File: src/rtl/sipo_frame_ctrl.sv
// Serial-in parallel-out frame controller: assembles WIDTH strobed bits into a word
// and hands it off through a one-entry valid/ready buffer with sticky overrun flag.
module sipo_frame_ctrl #(
  parameter int unsigned WIDTH     = 10,
  parameter int unsigned CNT_W     = 4,
  parameter bit          LSB_FIRST = 1'b1
) (
  input  logic             clk,
  input  logic             rst,
  input  logic             en,
  input  logic             start,
  input  logic             sample_en,
  input  logic             sdata,
  input  logic             clr_ovr,
  output logic [WIDTH-1:0] word_out,
  output logic             word_valid,
  input  logic             word_ready,
  output logic             busy,
  output logic [CNT_W-1:0] bit_cnt,
  output logic             overrun
);

  localparam logic [0:0] IDLE  = 1'b0;
  localparam logic [0:0] SHIFT = 1'b1;

  localparam logic [CNT_W-1:0] LAST_CNT = CNT_W'(WIDTH - 1);

  logic [0:0]       state_q, state_d;
  logic [WIDTH-1:0] shreg_q, shreg_d;
  logic [CNT_W-1:0] cnt_q, cnt_d;
  logic [WIDTH-1:0] word_q, word_d;
  logic             valid_q, valid_d;
  logic             ovr_q, ovr_d;
  logic             busy_q, busy_d;

  logic [WIDTH-1:0] word_asm_c;
  logic             frame_done_c;
  logic             consume_c;
  logic             set_ovr_c;

  // Shift direction decides which end of the word the first bit ends up in.
  always_comb begin
    if (LSB_FIRST) begin
      word_asm_c = {sdata, shreg_q[WIDTH-1:1]};
    end else begin
      word_asm_c = {shreg_q[WIDTH-2:0], sdata};
    end
  end

  // Next-state, capture and output-buffer logic.
  always_comb begin
    state_d      = state_q;
    shreg_d      = shreg_q;
    cnt_d        = cnt_q;
    word_d       = word_q;
    valid_d      = valid_q;
    ovr_d        = ovr_q;
    frame_done_c = 1'b0;
    set_ovr_c    = 1'b0;
    consume_c    = valid_q & word_ready;

    case (state_q)
      IDLE: begin
        if (en && start) begin
          state_d = SHIFT;
          cnt_d   = '0;
          shreg_d = '0;
        end
      end
      SHIFT: begin
        if (!en) begin
          state_d = IDLE;
          cnt_d   = '0;
          shreg_d = '0;
        end else if (start) begin
          cnt_d   = '0;
          shreg_d = '0;
        end else if (sample_en) begin
          shreg_d = word_asm_c;
          if (cnt_q == LAST_CNT) begin
            frame_done_c = 1'b1;
            cnt_d        = '0;
            state_d      = IDLE;
          end else begin
            cnt_d = cnt_q + CNT_W'(1);
          end
        end
      end
      default: begin
        state_d = IDLE;
        cnt_d   = '0;
      end
    endcase

    // A consume and a load in the same cycle keeps the buffer occupied.
    if (consume_c) begin
      valid_d = 1'b0;
    end
    if (frame_done_c) begin
      if (!valid_q || consume_c) begin
        word_d  = word_asm_c;
        valid_d = 1'b1;
      end else begin
        set_ovr_c = 1'b1;
      end
    end

    // A new overrun outranks a clear in the same cycle.
    if (clr_ovr) begin
      ovr_d = 1'b0;
    end
    if (set_ovr_c) begin
      ovr_d = 1'b1;
    end

    busy_d = (state_d == SHIFT);
  end

  always_ff @(posedge clk or negedge rst) begin
    if (!rst) begin
      state_q <= IDLE;
      shreg_q <= '0;
      cnt_q   <= '0;
      word_q  <= '0;
      valid_q <= 1'b0;
      ovr_q   <= 1'b0;
      busy_q  <= 1'b0;
    end else begin
      state_q <= state_d;
      shreg_q <= shreg_d;
      cnt_q   <= cnt_d;
      word_q  <= word_d;
      valid_q <= valid_d;
      ovr_q   <= ovr_d;
      busy_q  <= busy_d;
    end
  end

  assign word_out   = word_q;
  assign word_valid = valid_q;
  assign busy       = busy_q;
  assign bit_cnt    = cnt_q;
  assign overrun    = ovr_q;

endmodule
File: config.mk
export PLATFORM = sky130hd
export DESIGN_NAME = sipo_frame_ctrl
export DESIGN_NICKNAME = d
export VERILOG_FILES = /design/src/rtl/sipo_frame_ctrl.sv
export SDC_FILE = /design/constraint.sdc
export NUM_CORES = 1
export LEC_CHECK = 0
export BUFFER_PORTS_ARGS = -buffer_cell sky130_fd_sc_hd__buf_2
export CELL_PAD_IN_SITES_DETAIL_PLACEMENT = 2
export CELL_PAD_IN_SITES_GLOBAL_PLACEMENT = 2
export CORE_ASPECT_RATIO = 0.6
export CORE_UTILIZATION = 35
export CTS_BUF_LIST = sky130_fd_sc_hd__clkbuf_16
export CTS_CLUSTER_DIAMETER = 60
export DETAILED_ROUTE_END_ITERATION = 10
export GPL_TIMING_DRIVEN = 0
export PLACE_DENSITY_LB_ADDON = 0.1
export SLEW_MARGIN = 20
export SYNTH_ARGS = -nofsm -noshare
export SYNTH_HDL_FRONTEND = slang
export SYNTH_SLANG_ARGS = --single-unit
File: constraint.sdc
create_clock -name clk -period 1.8 [get_ports clk]
set_clock_uncertainty 0.15 [all_clocks]
set_input_delay 0.27 -clock clk [delete_from_list [all_inputs] [get_ports clk]]
set_output_delay 0.27 -clock clk [all_outputs]
set_load 0.02 [all_outputs]
* After elaboration in Yosys (flattened, before gate mapping) *
Index checks and enable logic that the tools add are counted.

word-level totals
  output and inout bits = 17
  logic and storage cells = 47
  bits of input ports = 8
  register bits after elaboration = 27

operators by class
  reduce and logical (&&, ||, !) cells = 6
  muxes and demuxes = 29
  add/sub/neg operators = 1
  eq/ne operators = 3
  bitwise operators = 2

operators with widths
  cell                   number
  $mux W10               4
  $mux W4                5
  $pmux W10 S2           1
  $mux W1                17
  $pmux W4 S2            1
  $add A4 B1 Y4 const B  1
  $eq A4 B4 Y1 const B   1
  $ne A4 B4 Y1 const B   1
  $reduce_and A2 Y1      2
  $ne A2 B2 Y1 const B   1
  $pmux W1 S2            1
  $reduce_bool A2 Y1     1
  $and A1 B1 Y1          1
  $logic_and A1 B1 Y1    1
  $logic_not A1 Y1       1
  $logic_or A1 B1 Y1     1
  $not A1 Y1             1

* Depth between registers and ports, before layout *
  depth after elaboration = 8
  gate-level depth with buffers = 6

* Worst setup path after synthesis *
OpenSTA, ideal clock, no wires.

  path kind = flip-flop to flip-flop
  start = register cnt_q[0] (netlist: bit_cnt[0])
  end = register word_q[0] (netlist: word_out[0])
  data arrival time = 1.505 ns
  clock period less this slack = 1.780 ns
  path buffers = 1
  setup slack = 0.020 ns
  data required time = 1.525 ns
  cell stages (with the launch flop) = 6
  path through = dfrtp_1 ha_1 and3b_1 and3_4 buf_6 mux2_4

between the ends
  cells in the longest elaborated chain, start to end = 7

ends and longest elaborated chain
  what                                RTL line  source
  from (decl)                         30        logic [CNT_W-1:0] cnt_q, cnt_d;
  from (signal assigned)              131       cnt_q <= cnt_d;
  $eq A4 B4 Y1                        80        if (cnt_q == LAST_CNT) begin
  $mux W1                             80
  $mux W1                             78        end else if (sample_en) begin
  $mux W1                             75        end else if (start) begin
  $mux W1                             71        if (!en) begin
  $mux W1                             62        case (state_q)
  $reduce_and A2 Y1 (no source line)  -
  to (signal assigned)                132       word_q <= word_d;
  to (decl)                           31        logic [WIDTH-1:0] word_q, word_d;

Every way passes these cells.
A chain may end at the register's enable or synchronous reset.

* Worst setup path after layout *
  start = register cnt_q[1] (netlist: bit_cnt[1])
  end = register word_q[3] (netlist: word_out[3])

The elaborated chain is that of the path after synthesis.

==> impl_metrics.tcl <==
set metrics [dict create \
    slew_headroom_pct 60.8 \
    cts_tree "yes" \
    area_delta_synth_final_pct 26.0 \
    nets 119 \
    grt_first_pass_wirelength_microns 4110 \
    synth_area_leaders "dfrtp_1 60%, mux2_4 14%, a22o_1 7.3%, ha_1 2.3%, nand2b_1 2.3%" \
    grt_usage_pct 17.6 \
    root_buffer "clkbuf_16" \
    die_w_microns 73.8 \
    max_clock_freq_mhz 580 \
    ys_ff_latch 26 \
    overflow 0 \
    floorplan.rows 15 \
    finalSetupViolations 0 \
    cp_cell_sequence "inv_1 -> ha_1 -> and3b_2 -> and3_4 -> buf_8 -> mux2_4" \
    finalHoldViolations 0 \
    vdd_drop_max_uv 355 \
    required_ns 1.79 \
    die_y_microns 45.1 \
    worstSetupStartpointType "flip-flop" \
    ant_nets 0 \
    clock_latency_ns 0.26 \
    rsz0062_at_grt "false" \
    p_leak_nw 0.712 \
    slew_viol_final 0 \
    cts_made_buffers 3 \
    routed_wirelength_microns 2550 \
    syn_area_sq_um 1080 \
    timing.hold.ws_ns 0.0531 \
    antenna_cells 0 \
    syn-num-nets 87 \
    core-area_sq_um 2910 \
    io_pins 25 \
    setup_tns_ns 0 \
    status "complete, no violations" \
    ctsLongestPathBuffers 2 \
    clock_sinks 26 \
    die_area_sq_um 3320 \
    multiInputGateArea_sq_um 403 \
    drc 0 \
    synth_top_area_cell "dfrtp_1" \
    cp_max_fo 10 \
    fillers 306 \
    grt_pass1_vias 809 \
    power.total_mw 1.14 \
    routedWlPerCell_microns 17.0 \
    netlist_instances 77 \
    yosysWarnings 0 \
    dr.pass1.iters 4 \
    gp_congestion 0.663 \
    critical_path_arrival_ns 1.72 \
    layout-drive-gt1-share_pct 40.7 \
    fin_ws_ns 0.0749 \
    start_util_pct 37.2 \
    h-tree-depth 1 \
    power_density_nw_per_um2 838 \
    pre_cts_ws_ns -0.0406 \
    drt_iter0_drc 30 \
    hpwl_microns 1780 \
    antenna_found_initial 0 \
    regArea_sq_um 651 \
    yosysSeqAreaShare_pct 60.2 \
    worstHoldPathType "in -> reg" \
    fin_crit_sh_pct 95.8 \
    cp_slowest_cell "dfrtp_1" \
    endpoint_kind "flip-flop" \
    tightest_slew_ns 0.588 \
    clk_pin_slew_ns 0.06 \
    critPathMaxStageDelay_ns 0.38 \
    ys_types 19 \
    critical_path_class "reg -> reg" \
    max_cap_violations 0 \
    synth.avg_cell_area_sq_um 14.0 \
    via_count 730 \
    period_minus_slack_ns 1.73 \
    place.port_buffers 24 \
    grt_start_max_net_pins 27 \
    via_per_inst 4.87 \
    synth_top_area_share_pct 60.2 \
]
kinds of logic (layout without fill, tap and decap cells):
family / after synthesis / in the layout / synth area share, %
flip-flops: 26 / 26 / 60.2
AO/OA/AOI/OAI: 17 / 17 / 11.3
AND/OR/NAND/NOR: 16 / 16 / 8.80
multiplexers: 10 / 10 / 13.9
buffers and inverters: 5 / 36 / 2.66
adder cells (fa/ha/maj): 2 / 2 / 2.31
XOR/XNOR: 1 / 1 / 0.810
placed cells by master, fill, tap and decap left out, drive strengths merged:
cell type / instances
a22oi: 1
o22ai: 1
and3: 1
xor2: 1
dfrtp: 26
o21ai: 5
and3b: 1
nor2b: 2
buf: 29
nand2: 6
dlygate4sd3: 1
ha: 2
clkinv: 1
clkbuf: 3
nand2b: 4
nand3: 1
and4b: 1
inv: 2
a21oi: 1
mux2: 10
a22o: 9
Yosys cell counts:
library cell  count
a22oi_1           1
o22ai_1           1
xor2_1            1
mux2_4           10
nor2b_1           2
nand2_1           6
buf_6             1
o21ai_0           5
and4b_1           1
nand3_1           1
nand2b_1          4
a21oi_1           1
and3b_1           1
buf_2             2
and3_4            1
ha_1              2
dfrtp_1          26
a22o_1            9
inv_1             2
power breakdown:
| group | total (mW) | switching [mW] | leakage, nW | internal, mW |
|---|---|---|---|---|
| registers | 0.592 | 0.00373 | 0.361 | 0.588 |
| clock network | 0.493 | 0.196 | 0.0385 | 0.297 |
| logic | 0.0560 | 0.0372 | 0.312 | 0.0188 |
critical path: cells and delay by family, from the launching register on:
kind                       cells  cell delay, ns
buffers and inverters          2            0.22
muxes                          1            0.32
and+or+nand+nor                2            0.41
DFF                            1            0.38
adders and majority gates      1            0.13
cell type report:
| type | instances | share of cell area (%) |
|---|---|---|
| sequential | 26 | 47.8 |
| multi-input combinational | 46 | 29.6 |
| timing repair buffer | 27 | 10.7 |
| clock buffer | 3 | 5.51 |
| tap | 42 | 3.86 |
| buffer | 3 | 1.84 |
| inverter | 2 | 0.551 |
| clock inverter | 1 | 0.275 |
sequential cells by signal, summed over array words and instances (netlist names):
name	count
busy	1
word_valid	1
shreg_q	9
overrun	1
word_out	10
bit_cnt	4
per-layer routing:
layer / up-vias / global-route usage [%] / part of all wire (%)
met5: - / 0 / 0
met4: 0 / 5.77 / 1.8
met3: 6 / 5.36 / 4.5
met2: 20 / 29.2 / 48
met1: 369 / 22.4 / 46
li1: 335 / - / -
metrics by stage:
stage	cells	utilization (%)	area, sq um
finish	150	46.8	1360
global route	150	46.8	1360
CTS	150	46.8	1360
detailed placement	143	43.1	1250
global placement	143	43.1	1250
floorplan	77	-	1080
path summary, 6_finish.rpt:
path                       slack, ns     endpoint   startpoint  cells past startpoint
max reg2reg                     0.07  word_out[3]   bit_cnt[1]                      6
max in group asynchronous       0.71   bit_cnt[3]          rst                      2
min                             0.05      overrun      clr_ovr                      2
min in group asynchronous       0.40  word_out[9]          rst                      2
max                             0.07  word_out[3]   bit_cnt[1]                      6
min reg2reg                     0.35  word_out[4]  word_out[4]                      1
what timing repair did:
item,4_1_cts,5_1_grt
gates resized for setup,2,0
endpoints found under the hold margin,26,0
endpoints found under the setup margin,10,0
setup buffers,2,0
hold buffers,1,0
Power figures use the tool's default switching activity.
